===== config.mk =====
export PLATFORM = sky130hd
export DESIGN_NAME = icache_rf_write_ctrl
export DESIGN_NICKNAME = d
export VERILOG_FILES = /design/src/rtl/icache_rf_write_ctrl_pkg.sv /design/src/rtl/icache_rf_write_ctrl_rr_arb.sv /design/src/rtl/icache_rf_write_ctrl.sv
export SDC_FILE = /design/constraint.sdc
export NUM_CORES = 1
export LEC_CHECK = 0
export CAP_MARGIN = 20
export CORE_UTILIZATION = 43
export CTS_CLUSTER_SIZE = 16
export DETAILED_ROUTE_END_ITERATION = 10
export GPL_TIMING_DRIVEN = 1
export PLACE_DENSITY = 0.95
export SYNTH_ARGS = -nofsm -noshare
export SYNTH_HDL_FRONTEND = slang
export SYNTH_SLANG_ARGS = --single-unit

===== constraint.sdc =====
create_clock -name clk -period 2.3 [get_ports clk]
set_input_delay 0.46 -clock clk [delete_from_list [all_inputs] [get_ports clk]]
set_output_delay 0.46 -clock clk [all_outputs]
set_load 0.02 [all_outputs]

===== src/rtl/icache_rf_write_ctrl_pkg.sv =====
// Shared types for the icache register-file write controller.
package icache_rf_wctrl_pkg;

  // Controller phases: power-on clear, normal arbitration, on-demand clear.
  typedef enum logic [1:0] {
    ST_INIT  = 2'd0,
    ST_IDLE  = 2'd1,
    ST_FLUSH = 2'd2
  } wctrl_state_e;

endpackage


===== src/rtl/icache_rf_write_ctrl_rr_arb.sv =====
// Combinational round-robin arbiter: scans req upward from ptr (mod N_REQ)
// and returns a one-hot grant plus the index of the granted requester.
module rr_arb_onehot #(
  parameter  int N_REQ = 2,
  localparam int IDX_W = (N_REQ > 1) ? $clog2(N_REQ) : 1
) (
  input  logic [N_REQ-1:0] req,
  input  logic [IDX_W-1:0] ptr,
  output logic [N_REQ-1:0] gnt,
  output logic [IDX_W-1:0] gnt_idx,
  output logic             any
);

  // First set request at or after the pointer wins.
  always_comb begin
    logic [IDX_W-1:0] j;
    gnt     = '0;
    gnt_idx = '0;
    any     = 1'b0;
    j       = '0;
    for (int i = 0; i < N_REQ; i++) begin
      j = IDX_W'((int'(ptr) + i) % N_REQ);
      if (!any && req[j]) begin
        any     = 1'b1;
        gnt[j]  = 1'b1;
        gnt_idx = j;
      end
    end
  end

endmodule


===== src/rtl/icache_rf_write_ctrl.sv =====
// Write-port owner for the L1 icache tag/valid register file.
// Arbitrates N_REQ writers round-robin and runs zeroing sweeps (init after
// reset, flush on request), one entry per cycle.
// Build option: define ICACHE_RF_WCTRL_SKIP_INIT_EN to come out of reset in
// IDLE (no init sweep) when the register file clears itself on reset.
module icache_rf_write_ctrl
  import icache_rf_wctrl_pkg::*;
#(
  parameter  int ADDR_WIDTH = 5,
  parameter  int DATA_WIDTH = 32,
  parameter  int N_REQ      = 2,
  localparam int IDX_W      = (N_REQ > 1) ? $clog2(N_REQ) : 1
) (
  input  logic                                 clk,
  input  logic                                 rst_n,
  input  logic [N_REQ-1:0]                     req_i,
  input  logic [N_REQ-1:0][ADDR_WIDTH-1:0]     addr_i,
  input  logic [N_REQ-1:0][DATA_WIDTH-1:0]     wdata_i,
  output logic [N_REQ-1:0]                     gnt_o,
  input  logic                                 flush_req_i,
  output logic                                 busy_o,
  output logic                                 rf_we_o,
  output logic [ADDR_WIDTH-1:0]                rf_waddr_o,
  output logic [DATA_WIDTH-1:0]                rf_wdata_o
);

`ifdef ICACHE_RF_WCTRL_SKIP_INIT_EN
  localparam wctrl_state_e RST_STATE = ST_IDLE;
`else
  localparam wctrl_state_e RST_STATE = ST_INIT;
`endif

  wctrl_state_e          state, state_nxt;
  logic [ADDR_WIDTH-1:0] cnt;
  logic [IDX_W-1:0]      rr_ptr;
  logic                  flush_pending;

  logic [N_REQ-1:0]      arb_gnt;
  logic [IDX_W-1:0]      arb_idx;
  logic                  arb_any;

  logic                  sweep;
  logic                  sweep_last;
  logic                  grant_fire;

  rr_arb_onehot #(.N_REQ(N_REQ)) u_arb (
    .req     (req_i),
    .ptr     (rr_ptr),
    .gnt     (arb_gnt),
    .gnt_idx (arb_idx),
    .any     (arb_any)
  );

  assign sweep      = (state == ST_INIT) || (state == ST_FLUSH);
  assign sweep_last = sweep && (cnt == '1);

  // Next-state, grant and busy decode; a flush request in IDLE blocks grants.
  always_comb begin
    state_nxt  = state;
    gnt_o      = '0;
    grant_fire = 1'b0;
    busy_o     = sweep;
    unique case (state)
      ST_INIT, ST_FLUSH: begin
        if (sweep_last) begin
          // A pulse landing on the final sweep cycle still earns a re-sweep.
          state_nxt = (flush_pending || flush_req_i) ? ST_FLUSH : ST_IDLE;
        end
      end
      ST_IDLE: begin
        if (flush_req_i) begin
          state_nxt = ST_FLUSH;
        end else if (arb_any) begin
          gnt_o      = arb_gnt;
          grant_fire = 1'b1;
        end
      end
      default: state_nxt = RST_STATE;
    endcase
  end

  // Control state: FSM, sweep counter, round-robin pointer, coalesced flush.
  always_ff @(posedge clk or negedge rst_n) begin
    if (!rst_n) begin
      state         <= RST_STATE;
      cnt           <= '0;
      rr_ptr        <= '0;
      flush_pending <= 1'b0;
    end else begin
      state <= state_nxt;
      if (sweep) begin
        cnt <= cnt + 1'b1;
        if (sweep_last)       flush_pending <= 1'b0;
        else if (flush_req_i) flush_pending <= 1'b1;
      end
      if (grant_fire) begin
        rr_ptr <= (arb_idx == IDX_W'(N_REQ - 1)) ? '0 : arb_idx + 1'b1;
      end
    end
  end

  // Registered write port: sweep zeroes, granted request, or idle hold.
  always_ff @(posedge clk or negedge rst_n) begin
    if (!rst_n) begin
      rf_we_o    <= 1'b0;
      rf_waddr_o <= '0;
      rf_wdata_o <= '0;
    end else if (sweep) begin
      rf_we_o    <= 1'b1;
      rf_waddr_o <= cnt;
      rf_wdata_o <= '0;
    end else if (grant_fire) begin
      rf_we_o    <= 1'b1;
      rf_waddr_o <= addr_i[arb_idx];
      rf_wdata_o <= wdata_i[arb_idx];
    end else begin
      rf_we_o    <= 1'b0;
    end
  end

endmodule


==> metrics, run 1 <==
Final Non-Filler Cells 398; Fin Hold WS 0.143 ns; crit-path cells clkdlybuf4s50_1, inv_1, o21ai_4, nor4_1, dlygate4sd2_1; Remaining DRCs 0; final worst-path cycle share 0.940; Iter 0 DRT Violations 88; largest net degree at the start of global routing 43; placed insts 390; Post-synth EDFFs 0; max-slew violation count 0; Power per Cell Area 416 nW/um2; clk sink count 47; Crit. Startpoint req_i[0]; Vias 2014; worst-path fanout max 4; Pleak 1.66 nW; root buf cell clkbuf_8; CP endpoint kind output pin; sequential-to-total area share from yosys stat 0.511; RSZ-0062 raised after global routing no; slowest cell delay on critical path 0.49 ns; CP Buf/Inv Count 3; Layout fillers 423; Clock Skews 0.00934 ns; Final Hold Viols 0; initial antenna violation count 0; Hold Path Class in2async; cts hold-fix bufs 0; layout cell share with drive strength beyond 1 0.0854; placed instance area 3580 um2; Total Wirelength 5810 um; synthesized area per cell 11.0 um2; clock latency at the later pin of the worst-skew pair 0.29 ns; Startpoint Class primary input; status completed; Most used DFF post-synth dfrtp_1; CTS tree built; Max rail drop VDD 0.338 mV; Setup violations, final 0; Top Ports 120; Worst slew margin 0.579; routability cong. 0.695; Worst Path Required 1.84 ns; Ys Warns 0; area grow syn2layout 58.8%; TritonRoute pass-1 iters 4; Max-Cap Viols 0; Die Ht 75.2 um; min cycle time layout 2.16 ns; Post-Syn Nets 290; post-CTS setup buffers 0; vias in the first global route 2021; Remaining Overflow, GRT 0; Die W 75.2 um; HPWL after detailed placement 4420 um; Vias/cell 5.06; Reg-to-Reg Start rr_ptr; Finished Cell Area 3660 um2; Slowest cell on crit path clkdlybuf4s50_1; core area 5140 um2; post-route ant nets 0; distinct cell type count after synthesis 24; row count 26; WP data arrival 1.70 ns; H-tree depth 2; Die ar. 5650 um2; initial core utilization 0.448; Num CTS Buffers 5; Crit path max-delay family buffers and inverters; n_diodes 0; Least-Margin Pin Slew 0.632 ns; Mapped Cells 209; asr flop ratio synth 1.00; overall routing resource usage 0.211; Max Buffers Root-to-Sink 2; Netlist Area Pre-Place 2300 um2; Port-buffer cells 119; clk slew on worst S/H paths 0.09 ns; final-stage net count 408; Peak Freq 0.463 GHz; first-pass GRT wire length 8980 um; flops & latches, synth 47; WS Path Type in2out; routed len/inst 14.6 um
-- report_power, final --
group	total (mW)	internal, mW	switching [mW]	leakage [nW]
Combinational	0.223	0.152	0.0716	0.984
Sequential	0.825	0.825	0.0000000898	0.626
Clock	0.472	0.208	0.263	0.0477
-- cells by family (layout without fill, tap and decap cells) --
group	count (synthesis)	count (layout)	share of synthesized area
XOR/XNOR	3	3	0.0114
buffers and inverters	23	142	0.0570
AND/OR/NAND/NOR	47	47	0.110
adder cells (fa/ha/maj)	2	2	0.0109
multiplexers	40	40	0.175
AO/OA/AOI/OAI	47	47	0.125
flip-flops	47	47	0.511
-- state kept, by name, summed over array words and instances, names as in the netlist --
| name | count |
|---|---|
| rf_wdata_o | 32 |
| rf_waddr_o | 5 |
| rf_we_o | 1 |
| state | 2 |
| rr_ptr | 1 |
| flush_pending | 1 |
| cnt | 5 |
-- layout by cell type (no fill, tap or decap), drive strengths merged --
| cell | netlist | layout |
|---|---|---|
| clkdlybuf4s50 | 0 | 116 |
| dfrtp | 47 | 47 |
| mux2i | 38 | 38 |
| nand3 | 37 | 37 |
| o21ai | 35 | 35 |
| buf | 15 | 10 |
| inv | 6 | 6 |
| a21oi | 5 | 5 |
| clkbuf | 2 | 5 |
| o221ai | 4 | 4 |
| nor2b | 3 | 3 |
| xnor2 | 3 | 3 |
| clkinv | 0 | 3 |
| nand2 | 2 | 2 |
| mux2 | 2 | 2 |
| a31oi | 2 | 2 |
| ha | 2 | 2 |
| dlygate4sd2 | 0 | 2 |
| nor3b | 1 | 1 |
| and3 | 1 | 1 |
| nor4 | 1 | 1 |
| nand2b | 1 | 1 |
| nor3 | 1 | 1 |
| a211oi | 1 | 1 |
-- layout make-up --
class / count / area [um2] / area share
timing repair buffer: 128 / 1280 / 0.349
clock inverter: 3 / 15.0 / 0.00410
multi-input combinational: 139 / 1010 / 0.276
inverter: 6 / 22.5 / 0.00616
tap: 70 / 87.6 / 0.0239
sequential: 47 / 1180 / 0.322
clock buffer: 5 / 68.8 / 0.0188
-- synthesized netlist by cell type (all sizes together) (2+ instances only) --
cell | count | area share
a21oi | 5 | 0.011
a31oi | 2 | 0.0054
buf | 15 | 0.044
clkbuf | 2 | 0.0033
dfrtp | 47 | 0.51
ha | 2 | 0.011
inv | 6 | 0.0098
mux2 | 2 | 0.0098
mux2i | 38 | 0.17
nand2 | 2 | 0.0033
nand3 | 37 | 0.080
nor2b | 3 | 0.0081
o21ai | 35 | 0.079
o221ai | 4 | 0.026
xnor2 | 3 | 0.011
-- timing repair --
| action | CTS | global route |
|---|---|---|
| hold endpoints to repair | 0 | 0 |
| endpoints found under the setup margin | 2 | 0 |
| resized for setup | 2 | 0 |
-- metrics by stage --
step,utilization,TNS [ns],total power [mW],setup slack [ns]
2_1_floorplan,-,0,0.905,0.353
3_3_place_gp,0.696,-0.283,1.06,-0.175
3_5_place_dp,0.696,-0.685,1.07,-0.168
4_1_cts,0.712,0,1.54,0.127
5_1_grt,0.712,0,1.59,0.0367
6_report,0.712,0,1.52,0.138
-- path summary, 6_finish.rpt --
check / slack, ns / cells after the start / endpoint
worst max-delay path: 0.14 / 5 / gnt_o[1]
worst min-delay path: 0.14 / 1 / rf_wdata_o[17]
worst max register to register: 0.56 / 4 / rf_waddr_o[2]
worst min register to register: 0.51 / 1 / cnt[3]
max in group asynchronous: 1.62 / 2 / state[0]
min in group clk: 0.51 / 1 / cnt[3]
-- layer usage --
layer	global-route usage	up-vias	part of all wire
li1	-	989	-
met1	0.247	936	0.39
met2	0.378	85	0.50
met3	0.0683	4	0.099
met4	0.0473	0	0.0071
met5	0	-	0
Note: power is estimated with default switching activity, not from simulation.
==> run 2, diff against run 1 <==
- SLEW_MARGIN: not set -> 20
==> results of run 2 <==
Final layout, timing and power as in run 1 (identical DEF).
==> patch (config.mk and constraints of run 1) <==
Build with the macro `ICACHE_RF_WCTRL_SKIP_INIT_EN` defined.
--- a/src/rtl/icache_rf_write_ctrl.sv
+++ b/src/rtl/icache_rf_write_ctrl.sv
@@ -3,6 +3,8 @@
 // reset, flush on request), one entry per cycle.
 // Build option: define ICACHE_RF_WCTRL_SKIP_INIT_EN to come out of reset in
 // IDLE (no init sweep) when the register file clears itself on reset.
+`define ICACHE_RF_WCTRL_SKIP_INIT_EN
+
 module icache_rf_write_ctrl
   import icache_rf_wctrl_pkg::*;
 #(
Check against the original RTL: not equivalent (Yosys sat finds a counterexample within 4 cycles, from zero or initial values and one cycle with rst_n low).
==> patch against run 1 <==
  * Non-clock buffer count is the same
  * Synthesized cell count grew 0.48%
  * Wire length shrank 2.7%
  * Synthesized area grew 0.98%
  * Sequential cell count is the same
  * Critical path type unchanged
  * Utilization shrank 0.40 points
  * Cell area is essentially flat
  * Die area grew 0.95%
  * Setup slack lost 0.042 ns
Power is not compared: it rests on default switching activity, and its combinational part moved more than twofold at a synthesized area within 25%.
==> patch: results (changes against run 1) <==
| Metric | Value |
|---|---|
| Area share of fa/ha/maj cells after synthesis | 1.08% (-0.011 points) |
| First-pass GRT wire length | 8450 um (-5.8%) |
| R2r endpoint | rf_waddr_o[4]$_DFFE_PN0P_ |
| Most frequent cells after synthesis | 46 x dfrtp_1, 37 x mux2i_1, 37 x nand3_1 |
| Mux share of post-synthesis cell area | 16.9% (-0.60 points) |
| Largest net degree at the start of global routing | 38 (-12%) |
| GRT Overall Usage | 19.9% (-1.2 points) |
| Final min period | 2.20 ns (+0.0421 ns) |
| Sequential-to-total area share from yosys stat | 50.6% (-0.44 points) |
| Worst clock skew | 0.00374 ns (-0.00559 ns) |
| Top cells by area, synth | dfrtp_1 49%, mux2i_1 16%, nand3_1 8.0%, o21ai_1 5.8%, buf_6 4.4% |
| Met2 WL post-DR | 2990 um (+2.9%) |
| Mean Syn Cell Area | 11.1 um2 (+0.50%) |
| Post-Place Worst Slack | -0.186 ns (-0.0183 ns) |
| Routed wire length on met3 | 419 um (-28%) |
| Worst setup endpoint | gnt_o[0] |
| Worst slew pin tran | 0.621 ns (-0.0111 ns) |
| Area after DPL | 0.00358 mm2 (about the same) |
| M1 WL | 2150 um (-5.8%) |
| Placed insts | 390 (unchanged) |
| Vias/cell | 5.13 (+1.3%) |
| Crit path DAT | 1.74 ns (+0.04 ns) |
| Crit path launch | flush_req_i |
| Post-DP HPWL | 4370 um (-1.0%) |
| Synth cell types | 27 (+13%) |
| Outcome | finished clean |
| Share of layout cells above drive strength 1 | 8.56% (+0.026 points) |
| Final RePlAce weighted congestion | 0.781 (+12%) |
| 1st-iter DRT viols | 89 (+1.1%) |
| Compound-Gate Fraction of Synth Area | 12.3% (-0.23 points) |
| Total routed wirelength | 5650 um (-2.7%) |
| Min Hold Slack | 0.152 ns (+0.00854 ns) |
| P_leak | between 1.5 and 2 nW |
-- patch: power by group through the flow --
| stage | sequential, mW | combinational (mW) | clock (mW) |
|---|---|---|---|
| final | 1.16 | 1.24 | 0.491 |
| after global routing | 1.18 | 1.36 | 0.531 |
| after CTS | 1.16 | 1.25 | 0.509 |
| after detailed placement | 1.18 | 1.25 | 0 |
| after global placement | 1.16 | 1.21 | 0 |
| after floorplan | 1.24 | 0.694 | 0 |
-- patch: layout make-up --
| type | instances | area, um2 |
|---|---|---|
| clock buffers | 6 | 82.6 |
| clock inverters | 1 | 5.00 |
| fillers | 412 | 1510 |
| inverters | 7 | 26.3 |
| multi-input cells | 138 | 993 |
| flip-flops and latches | 47 | 1180 |
| well taps | 70 | 87.6 |
| repair buffers | 128 | 1290 |
-- patch: routing by layer --
| metal | vias to the layer above | global-route usage (%) |
|---|---|---|
| met4 | 0 | 7.20 |
| met2 | 86 | 38.3 |
| li1 | 987 | - |
| met1 | 953 | 20.9 |
| met5 | - | 0 |
| met3 | 10 | 4.63 |
